### src/rtl/color_crasher_pkg.sv
// Shared types, playfield constants and DDAVER enemy-grid helpers for the
// bullet scheduler and the graphics generator.
package color_crasher_pkg;

    typedef logic [11:0] color_t;
    typedef logic [3:0]  cell_t;

    localparam int GRID_COLS = 16;
    localparam int GRID_ROWS = 12;
    localparam int BSIZE     = 40;

    typedef struct packed {
        color_t color;
        cell_t  x;
        cell_t  y;
    } slot_t;

    typedef enum logic {
        IDLE = 1'b0,
        STEP = 1'b1
    } sched_state_t;

    // Enemies sit on odd rows 1..9 and even columns 4..14.
    function automatic logic is_enemy_cell(cell_t x, cell_t y);
        return y[0] && (y <= 4'd9) && !x[0] && (x >= 4'd4) && (x <= 4'd14);
    endfunction

    function automatic logic [2:0] enemy_row(cell_t y);
        return 3'(y >> 1);
    endfunction

    function automatic logic [2:0] enemy_col(cell_t x);
        return 3'(x >> 1) - 3'd2;
    endfunction

endpackage

### src/rtl/ddaver_cell_map.sv
// Combinational map from a playfield cell to its DDAVER enemy slot.
module ddaver_cell_map
    import color_crasher_pkg::*;
(
    input  cell_t      x,
    input  cell_t      y,
    output logic       is_enemy,
    output logic [2:0] row,
    output logic [2:0] col
);

    assign is_enemy = is_enemy_cell(x, y);
    assign row      = enemy_row(y);
    assign col      = enemy_col(x);

endmodule

### src/rtl/bullet_scheduler.sv
// Frame-synchronous BulletBill slot controller: fire allocation, stepping and
// DDAVER collision. Define BULLET_SCHED_SCORE_EN to add the hit_count output.
module bullet_scheduler
    import color_crasher_pkg::*;
#(
    parameter int NUM_BULLETS     = 3,
    parameter int FRAMES_PER_STEP = 4
) (
    input  logic                      clk,
    input  logic                      reset,
    input  logic                      frame_tick,
    input  logic                      fire_req,
    input  logic [11:0]               fire_color,
    input  logic [3:0]                blockieee,
    output logic                      fire_ack,
    output logic                      fire_nack,
    output logic [2:0]                ddaver_rd_row,
    output logic [2:0]                ddaver_rd_col,
    input  logic [11:0]               ddaver_rd_data,
    output logic                      ddaver_clr_valid,
    output logic [2:0]                ddaver_clr_row,
    output logic [2:0]                ddaver_clr_col,
    output logic [12*NUM_BULLETS-1:0] bulletBillColor,
    output logic [4*NUM_BULLETS-1:0]  bulletBillXLoc,
    output logic [4*NUM_BULLETS-1:0]  bulletBillYLoc,
    output logic                      busy
`ifdef BULLET_SCHED_SCORE_EN
    ,
    output logic [7:0]                hit_count
`endif
);

    localparam int             IW        = (NUM_BULLETS > 1) ? $clog2(NUM_BULLETS) : 1;
    localparam logic [IW-1:0]  LAST_IDX  = IW'(NUM_BULLETS - 1);
    localparam logic [7:0]     STEP_WRAP = 8'(FRAMES_PER_STEP - 1);
    localparam cell_t          LAST_COL  = cell_t'(GRID_COLS - 1);

    sched_state_t  state;
    slot_t         slots [NUM_BULLETS];
    logic [IW-1:0] idx;
    logic [7:0]    step_cnt;
    logic          step_pending;
    logic          fire_lock;

    // busy mirrors the FSM state (high only in STEP) for observers.
    assign busy = (state == STEP);

    for (genvar g = 0; g < NUM_BULLETS; g++) begin : g_out
        assign bulletBillColor[12*g +: 12] = slots[g].color;
        assign bulletBillXLoc[4*g +: 4]    = slots[g].x;
        assign bulletBillYLoc[4*g +: 4]    = slots[g].y;
    end

    // fire_req is a level request held until fire_ack or fire_nack; after the
    // pulse it must drop for one cycle before it can be taken again.
    logic fire_take, fire_bad, free_found;
    logic [IW-1:0] free_idx;

    always_comb begin
        free_found = 1'b0;
        free_idx   = '0;
        for (int k = NUM_BULLETS - 1; k >= 0; k--) begin
            if (slots[k].color == '0) begin
                free_found = 1'b1;
                free_idx   = IW'(k);
            end
        end
    end

    assign fire_take = (state == IDLE) && fire_req && !fire_lock;
    assign fire_bad  = (fire_color == '0) || (blockieee >= cell_t'(GRID_ROWS)) || !free_found;

    slot_t      cur;
    cell_t      nx;
    logic       nx_enemy, live, at_edge, probe;
    logic [2:0] nx_row, nx_col;

    assign cur     = slots[idx];
    assign nx      = cur.x + 4'd1;
    assign live    = (cur.color != '0);
    assign at_edge = (cur.x == LAST_COL);

    ddaver_cell_map u_map (
        .x        (nx),
        .y        (cur.y),
        .is_enemy (nx_enemy),
        .row      (nx_row),
        .col      (nx_col)
    );

    assign probe         = (state == STEP) && live && !at_edge && nx_enemy;
    assign ddaver_rd_row = probe ? nx_row : 3'd0;
    assign ddaver_rd_col = probe ? nx_col : 3'd0;

    always_ff @(posedge clk) begin
        if (reset) begin
            state            <= IDLE;
            idx              <= '0;
            step_cnt         <= '0;
            step_pending     <= 1'b0;
            fire_lock        <= 1'b0;
            fire_ack         <= 1'b0;
            fire_nack        <= 1'b0;
            ddaver_clr_valid <= 1'b0;
            ddaver_clr_row   <= '0;
            ddaver_clr_col   <= '0;
            for (int k = 0; k < NUM_BULLETS; k++) slots[k] <= '0;
`ifdef BULLET_SCHED_SCORE_EN
            hit_count        <= '0;
`endif
        end else begin
            fire_ack         <= 1'b0;
            fire_nack        <= 1'b0;
            ddaver_clr_valid <= 1'b0;
            if (!fire_req) fire_lock <= 1'b0;

            case (state)
                IDLE: begin
                    if (fire_take) begin
                        fire_lock <= 1'b1;
                        if (fire_bad) begin
                            fire_nack <= 1'b1;
                        end else begin
                            slots[free_idx] <= '{color: fire_color, x: 4'd2, y: blockieee};
                            fire_ack        <= 1'b1;
                        end
                    end else if (step_pending) begin
                        step_pending <= 1'b0;
                        idx          <= '0;
                        state        <= STEP;
                    end
                end
                STEP: begin
                    if (live) begin
                        if (at_edge) begin
                            slots[idx].color <= '0;
                        end else if (nx_enemy && ddaver_rd_data != '0) begin
                            slots[idx].color <= '0;
                            if (ddaver_rd_data == cur.color) begin
                                ddaver_clr_valid <= 1'b1;
                                ddaver_clr_row   <= nx_row;
                                ddaver_clr_col   <= nx_col;
`ifdef BULLET_SCHED_SCORE_EN
                                if (hit_count != 8'hFF) hit_count <= hit_count + 8'd1;
`endif
                            end
                        end else begin
                            slots[idx].x <= nx;
                        end
                    end
                    if (idx == LAST_IDX) state <= IDLE;
                    else                 idx   <= idx + 1'b1;
                end
                default: state <= IDLE;
            endcase

            // Placed after the FSM so a tick landing on the consume cycle re-arms.
            if (frame_tick) begin
                if (step_cnt == STEP_WRAP) begin
                    step_cnt     <= '0;
                    step_pending <= 1'b1;
                end else begin
                    step_cnt <= step_cnt + 8'd1;
                end
            end
        end
    end

endmodule
### config.mk
export PLATFORM = sky130hd
export DESIGN_NAME = bullet_scheduler
export DESIGN_NICKNAME = d
export VERILOG_FILES = /design/src/rtl/color_crasher_pkg.sv /design/src/rtl/ddaver_cell_map.sv /design/src/rtl/bullet_scheduler.sv
export SDC_FILE = /design/constraint.sdc
export NUM_CORES = 1
export LEC_CHECK = 0
export ABC_AREA = 1
export CAP_MARGIN = 20
export CORE_UTILIZATION = 36
export DETAILED_ROUTE_END_ITERATION = 7
export SYNTH_ARGS = -nofsm -noshare
export SYNTH_HDL_FRONTEND = slang
export SYNTH_HIERARCHICAL = 1
export SYNTH_SLANG_ARGS = --single-unit
### constraint.sdc
create_clock -name clk -period 3.2 [get_ports clk]
set_input_delay 0.64 -clock clk [delete_from_list [all_inputs] [get_ports clk]]
set_output_delay 0.64 -clock clk [all_outputs]
set_load 0.01 [all_outputs]
==> results by stage <==
Status:
- The run finished with clean final reports.

Global routing:
- The number of antenna violations at the first check in global routing came to 0.
- The sum of overflow across all layers after global routing is 0.
- The global-route wire length before repair is ~23000 um.
- Global routing consumed, over all layers together, 20.0% of the routing resources.
- The pin count of the biggest net entering global routing is 26.
- The number of global-route vias before repair is 4546.

Cells and area:
- At the end of the flow the core is filled with cells to approximately half.
- The antenna diode count is 0.
- The relative area change from synthesis to final layout is 38.8%.
- The share of cells above drive strength 1 is 16.4%.
- Once layout is complete, the cells apart from fillers number around 1000.
- The number of nets in the layout is ~840.

Pwr:
- The clock network burns a little over a third of the power.
- Internal power comes to roughly 2.2 mW.
- The maximum resistive drop on vdd is 0.312 mV.
- Summed over all cells, the static leakage comes to 3.12 nW.
- The analysis attributes to net switching a power of 676 uW.
- The power per standard cell area is 389 nW/um2.
- The completed layout was analyzed and its total power is just under 3 mW.
- The combinational cell fraction of total power is around 11%.
- Registers are responsible for 52.2% of the overall power.
- Net switching is approximately a quarter of the power.

STA:
- The maximum achievable frequency is 317 MHz.
- Setup repair after global routing could not meet its margin everywhere.
- The max-slew violation count was 0.
- The post-route setup TNS is 0 ps.
- The final worst slack is about 43 ps.
- The final hold violation count is 0.
- The worst path needs 3160 ps of the cycle, external delays included.
- The share of the clock period used by the worst path after layout is 98.7%.
- The worst setup skew after layout is 6.98 ps.
- The total of endpoints with negative setup slack in the final report is 0.

Yosys:
- The share of the yosys chip area belonging to registers is 53.7%.
- In this run the cell area of the synthesized design comes to 5370 um2.
- The Yosys step of the flow raised 6 warnings.
- The post-synthesis area per instance is a little over 8 um2.
- The share of synthesized area in the top cell type comes to between 40% and 50%.
- In this run, synthesis inferred 80 flip-flops with an integrated enable.
- The synthesized instance count is around 660.
- In the post-synthesis netlist, the biggest area contributors are sky130_fd_sc_hd__edfxtp_1 45%, sky130_fd_sc_hd__nand2_1 13%, sky130_fd_sc_hd__nor2_1 10%, sky130_fd_sc_hd__dfxtp_1 9.0%, sky130_fd_sc_hd__inv_1 4.7%.
- For this run, asynchronously set or reset flops after synthesis account for 0%.
- The count of unique library cells instantiated by Yosys is 35.
- The synthesized design contains 104 register bits.
- The biggest area contributor in the post-synthesis netlist is sky130_fd_sc_hd__edfxtp_1.
- The commonest register cell after synthesis is sky130_fd_sc_hd__edfxtp_1.

Floorplanning:
- The height of the die is approximately 120 um.
- For this configuration, the core starts out at a cell density of 36.9%.
- The core footprint is 14500 um2.
- The floorplan step set the die width to 124 um.
- The floorplan step defined a die boundary enclosing ~15000 um2.
- Row generation in the floorplan step produced 44 rows.
- 108 I/O pins were placed.

Clocking:
- The CTS tree is built.
- Buffers inserted to repair hold after CTS numbered 0.
- The root buffer cell is sky130_fd_sc_hd__clkbuf_16.
- Clock-pin slew was measured on the worst setup and hold paths at 70 ps.
- The clock net in this run drives a total of 104 sinks.
- The clock passes through at most 2 buffers.
- The number of buffers added by the clock tree synthesis step is 9.
- The H-tree depth is 3.
- The clock latency reported for the late side of the worst-skew pair is about 350 ps.

Critical path:
- The arrival time reported for the critical path endpoint is 2520 ps.
- The worst setup path is captured at an output pin.
- STA classifies the critical path startpoint as a flop.
- The largest driver fanout on the critical path is 6.
- Data on the critical path is required at its endpoint by 2560 ps.
- The worst setup path category is flop to output pin.

Routing:
- The average wire per standard cell is 15.7 um.
- The starting DRC count in detailed routing is 366.
- The detail route stage leaves a number of antenna-violating nets equal to 0.
- Wires add up to 15600 um.
- The first-pass detailed-route iteration total is 5.
- The average via count per standard cell is 4.97.
- After detailed routing, the number of remaining DRC violations is 0.
- The routed layout has 4934 vias.

Place:
- The final HPWL from detailed placement is 11800 um.
- Input and output buffers added on the ports amount to 107.
- The worst slack after detailed placement is -254 ps.
- The post-placement cell count is approximately 960.
- Routability-driven placement finished with a final weighted congestion of around 0.94.

Flow run:
- The number of max-capacitance violations reported is 0.

Min path:
- The path class of the lowest-slack min-delay path is flop to flop.
[worst paths after layout]
check / start / end / slack (ps) / cells past startpoint
setup / recovery: slots[1][4] / ddaver_rd_col[2] / 40 / 15
hold / removal: fire_lock / fire_lock / 460 / 2
setup reg to reg: flop / slots[0][7] / 100 / 19
hold reg to reg: fire_lock / fire_lock / 460 / 2
[flip-flops by register name, summed over array words and instances, names as in the netlist, named ones only]
signal and count:
busy 1, ddaver_clr_col 3, fire_nack 1, fire_lock 1, ddaver_clr_row 3, fire_ack 1
step_cnt 8, ddaver_clr_valid 1, slots 80, step_pending 1, idx 2
[synth_stat cells, types with 2 or more instances]
cell type,n
sky130_fd_sc_hd__nand2_1,185
sky130_fd_sc_hd__nor2_1,144
sky130_fd_sc_hd__edfxtp_1,80
sky130_fd_sc_hd__inv_1,67
sky130_fd_sc_hd__nand3_1,47
sky130_fd_sc_hd__dfxtp_1,24
sky130_fd_sc_hd__o21ai_0,14
sky130_fd_sc_hd__a21oi_1,11
sky130_fd_sc_hd__buf_2,10
sky130_fd_sc_hd__nand4_1,9
sky130_fd_sc_hd__buf_6,7
sky130_fd_sc_hd__nor3_1,6
sky130_fd_sc_hd__buf_4,5
sky130_fd_sc_hd__clkbuf_1,5
sky130_fd_sc_hd__ha_1,5
sky130_fd_sc_hd__nand3b_1,5
sky130_fd_sc_hd__nor2_2,4
sky130_fd_sc_hd__o22ai_1,4
sky130_fd_sc_hd__nand3_2,3
sky130_fd_sc_hd__xor2_1,3
sky130_fd_sc_hd__a211oi_1,2
sky130_fd_sc_hd__a31oi_1,2
sky130_fd_sc_hd__nand2_2,2
sky130_fd_sc_hd__nand3_4,2
sky130_fd_sc_hd__nor3b_1,2
sky130_fd_sc_hd__nor4_1,2
[cell type report]
cell class	count	area, um2
inverter	69	262
multi-input combinational	462	2270
clock buffer	14	268
timing repair buffer	158	1510
fill	1364	7090
tap	184	230
sequential	104	2890
clock inverter	2	13.8
[critical path: stages (launching register included)]
cell,delay (ps)
sky130_fd_sc_hd__edfxtp_1,430
sky130_fd_sc_hd__a21oi_2,200
sky130_fd_sc_hd__o21ai_2,90
sky130_fd_sc_hd__nand2_2,100
sky130_fd_sc_hd__inv_2,60
sky130_fd_sc_hd__ha_4,180
sky130_fd_sc_hd__xor2_4,160
sky130_fd_sc_hd__inv_2,110
sky130_fd_sc_hd__inv_2,60
sky130_fd_sc_hd__ha_4,150
sky130_fd_sc_hd__nor2_2,70
sky130_fd_sc_hd__nand2_1,70
sky130_fd_sc_hd__nor2_2,120
sky130_fd_sc_hd__nand2_2,130
sky130_fd_sc_hd__nor2_2,120
sky130_fd_sc_hd__buf_2,130
[routing by layer]
metal / wire (um) / part of all wire (%) / track usage, % / up-vias
met2: 7580 / 49 / 33.2 / 176
met3: 919 / 5.9 / 3.43 / 26
li1: - / - / - / 2405
met5: 0 / 0 / 0 / -
met4: 340 / 2.2 / 6.92 / 0
met1: 6760 / 43 / 26.2 / 2327
[stage by stage]
step	instance area [um2]	hold WS (ps)
after floorplan	5390	432
after global placement	6780	439
after detailed placement	6780	448
after CTS	7130	458
after global routing	7450	473
final	7450	455
[timing repair]
action / CTS / global route
endpoints found under the hold margin: 0 / 0
cloned: 0 / 2
resized for setup: 33 / 73
setup endpoints to repair: 54 / 124
setup buffers: 10 / 6
pin swaps: 6 / 21
[kinds of logic after synthesis]
group	after synthesis	synth area share [%]
and+or+nand+nor	412	32.2
DFF	104	53.7
adders and majority gates	5	1.17
buffers and inverters	96	8.32
AOI/OAI and AO/OA	38	4.01
xor gates and xnor gates	3	0.490
other	1	0.0699
[power groups by stage]
| stage | Clock (mW) | Combinational, mW | Sequential [mW] |
|---|---|---|---|
| finish | 1.06 | 0.323 | 1.51 |
| global route | 1.13 | 0.351 | 1.51 |
| CTS | 1.07 | 0.299 | 1.51 |
| detailed placement | 0 | 0.287 | 1.54 |
| global placement | 0 | 0.283 | 1.54 |
| floorplan | 0 | 0.123 | 1.55 |
[cell usage in the layout (no fill, tap or decap), types with 3 or more instances in the layout]
cell type                         count
sky130_fd_sc_hd__a21oi_1              7
sky130_fd_sc_hd__a21oi_2              3
sky130_fd_sc_hd__buf_2                6
sky130_fd_sc_hd__buf_4               37
sky130_fd_sc_hd__buf_6               10
sky130_fd_sc_hd__clkbuf_16           10
sky130_fd_sc_hd__clkdlybuf4s50_1    101
sky130_fd_sc_hd__conb_1               4
sky130_fd_sc_hd__dfxtp_1             22
sky130_fd_sc_hd__edfxtp_1            80
sky130_fd_sc_hd__ha_4                 3
sky130_fd_sc_hd__inv_1               60
sky130_fd_sc_hd__inv_2                7
sky130_fd_sc_hd__nand2_1            167
sky130_fd_sc_hd__nand2_2             15
sky130_fd_sc_hd__nand2_4              5
sky130_fd_sc_hd__nand3_1             42
sky130_fd_sc_hd__nand3_2              5
sky130_fd_sc_hd__nand3_4              5
sky130_fd_sc_hd__nand3b_1             5
sky130_fd_sc_hd__nand4_1              9
sky130_fd_sc_hd__nor2_1             137
sky130_fd_sc_hd__nor2_2              10
sky130_fd_sc_hd__nor3_1               6
sky130_fd_sc_hd__o21ai_0             13
sky130_fd_sc_hd__o22ai_1              4
Note: power is estimated with default switching activity, not from simulation.
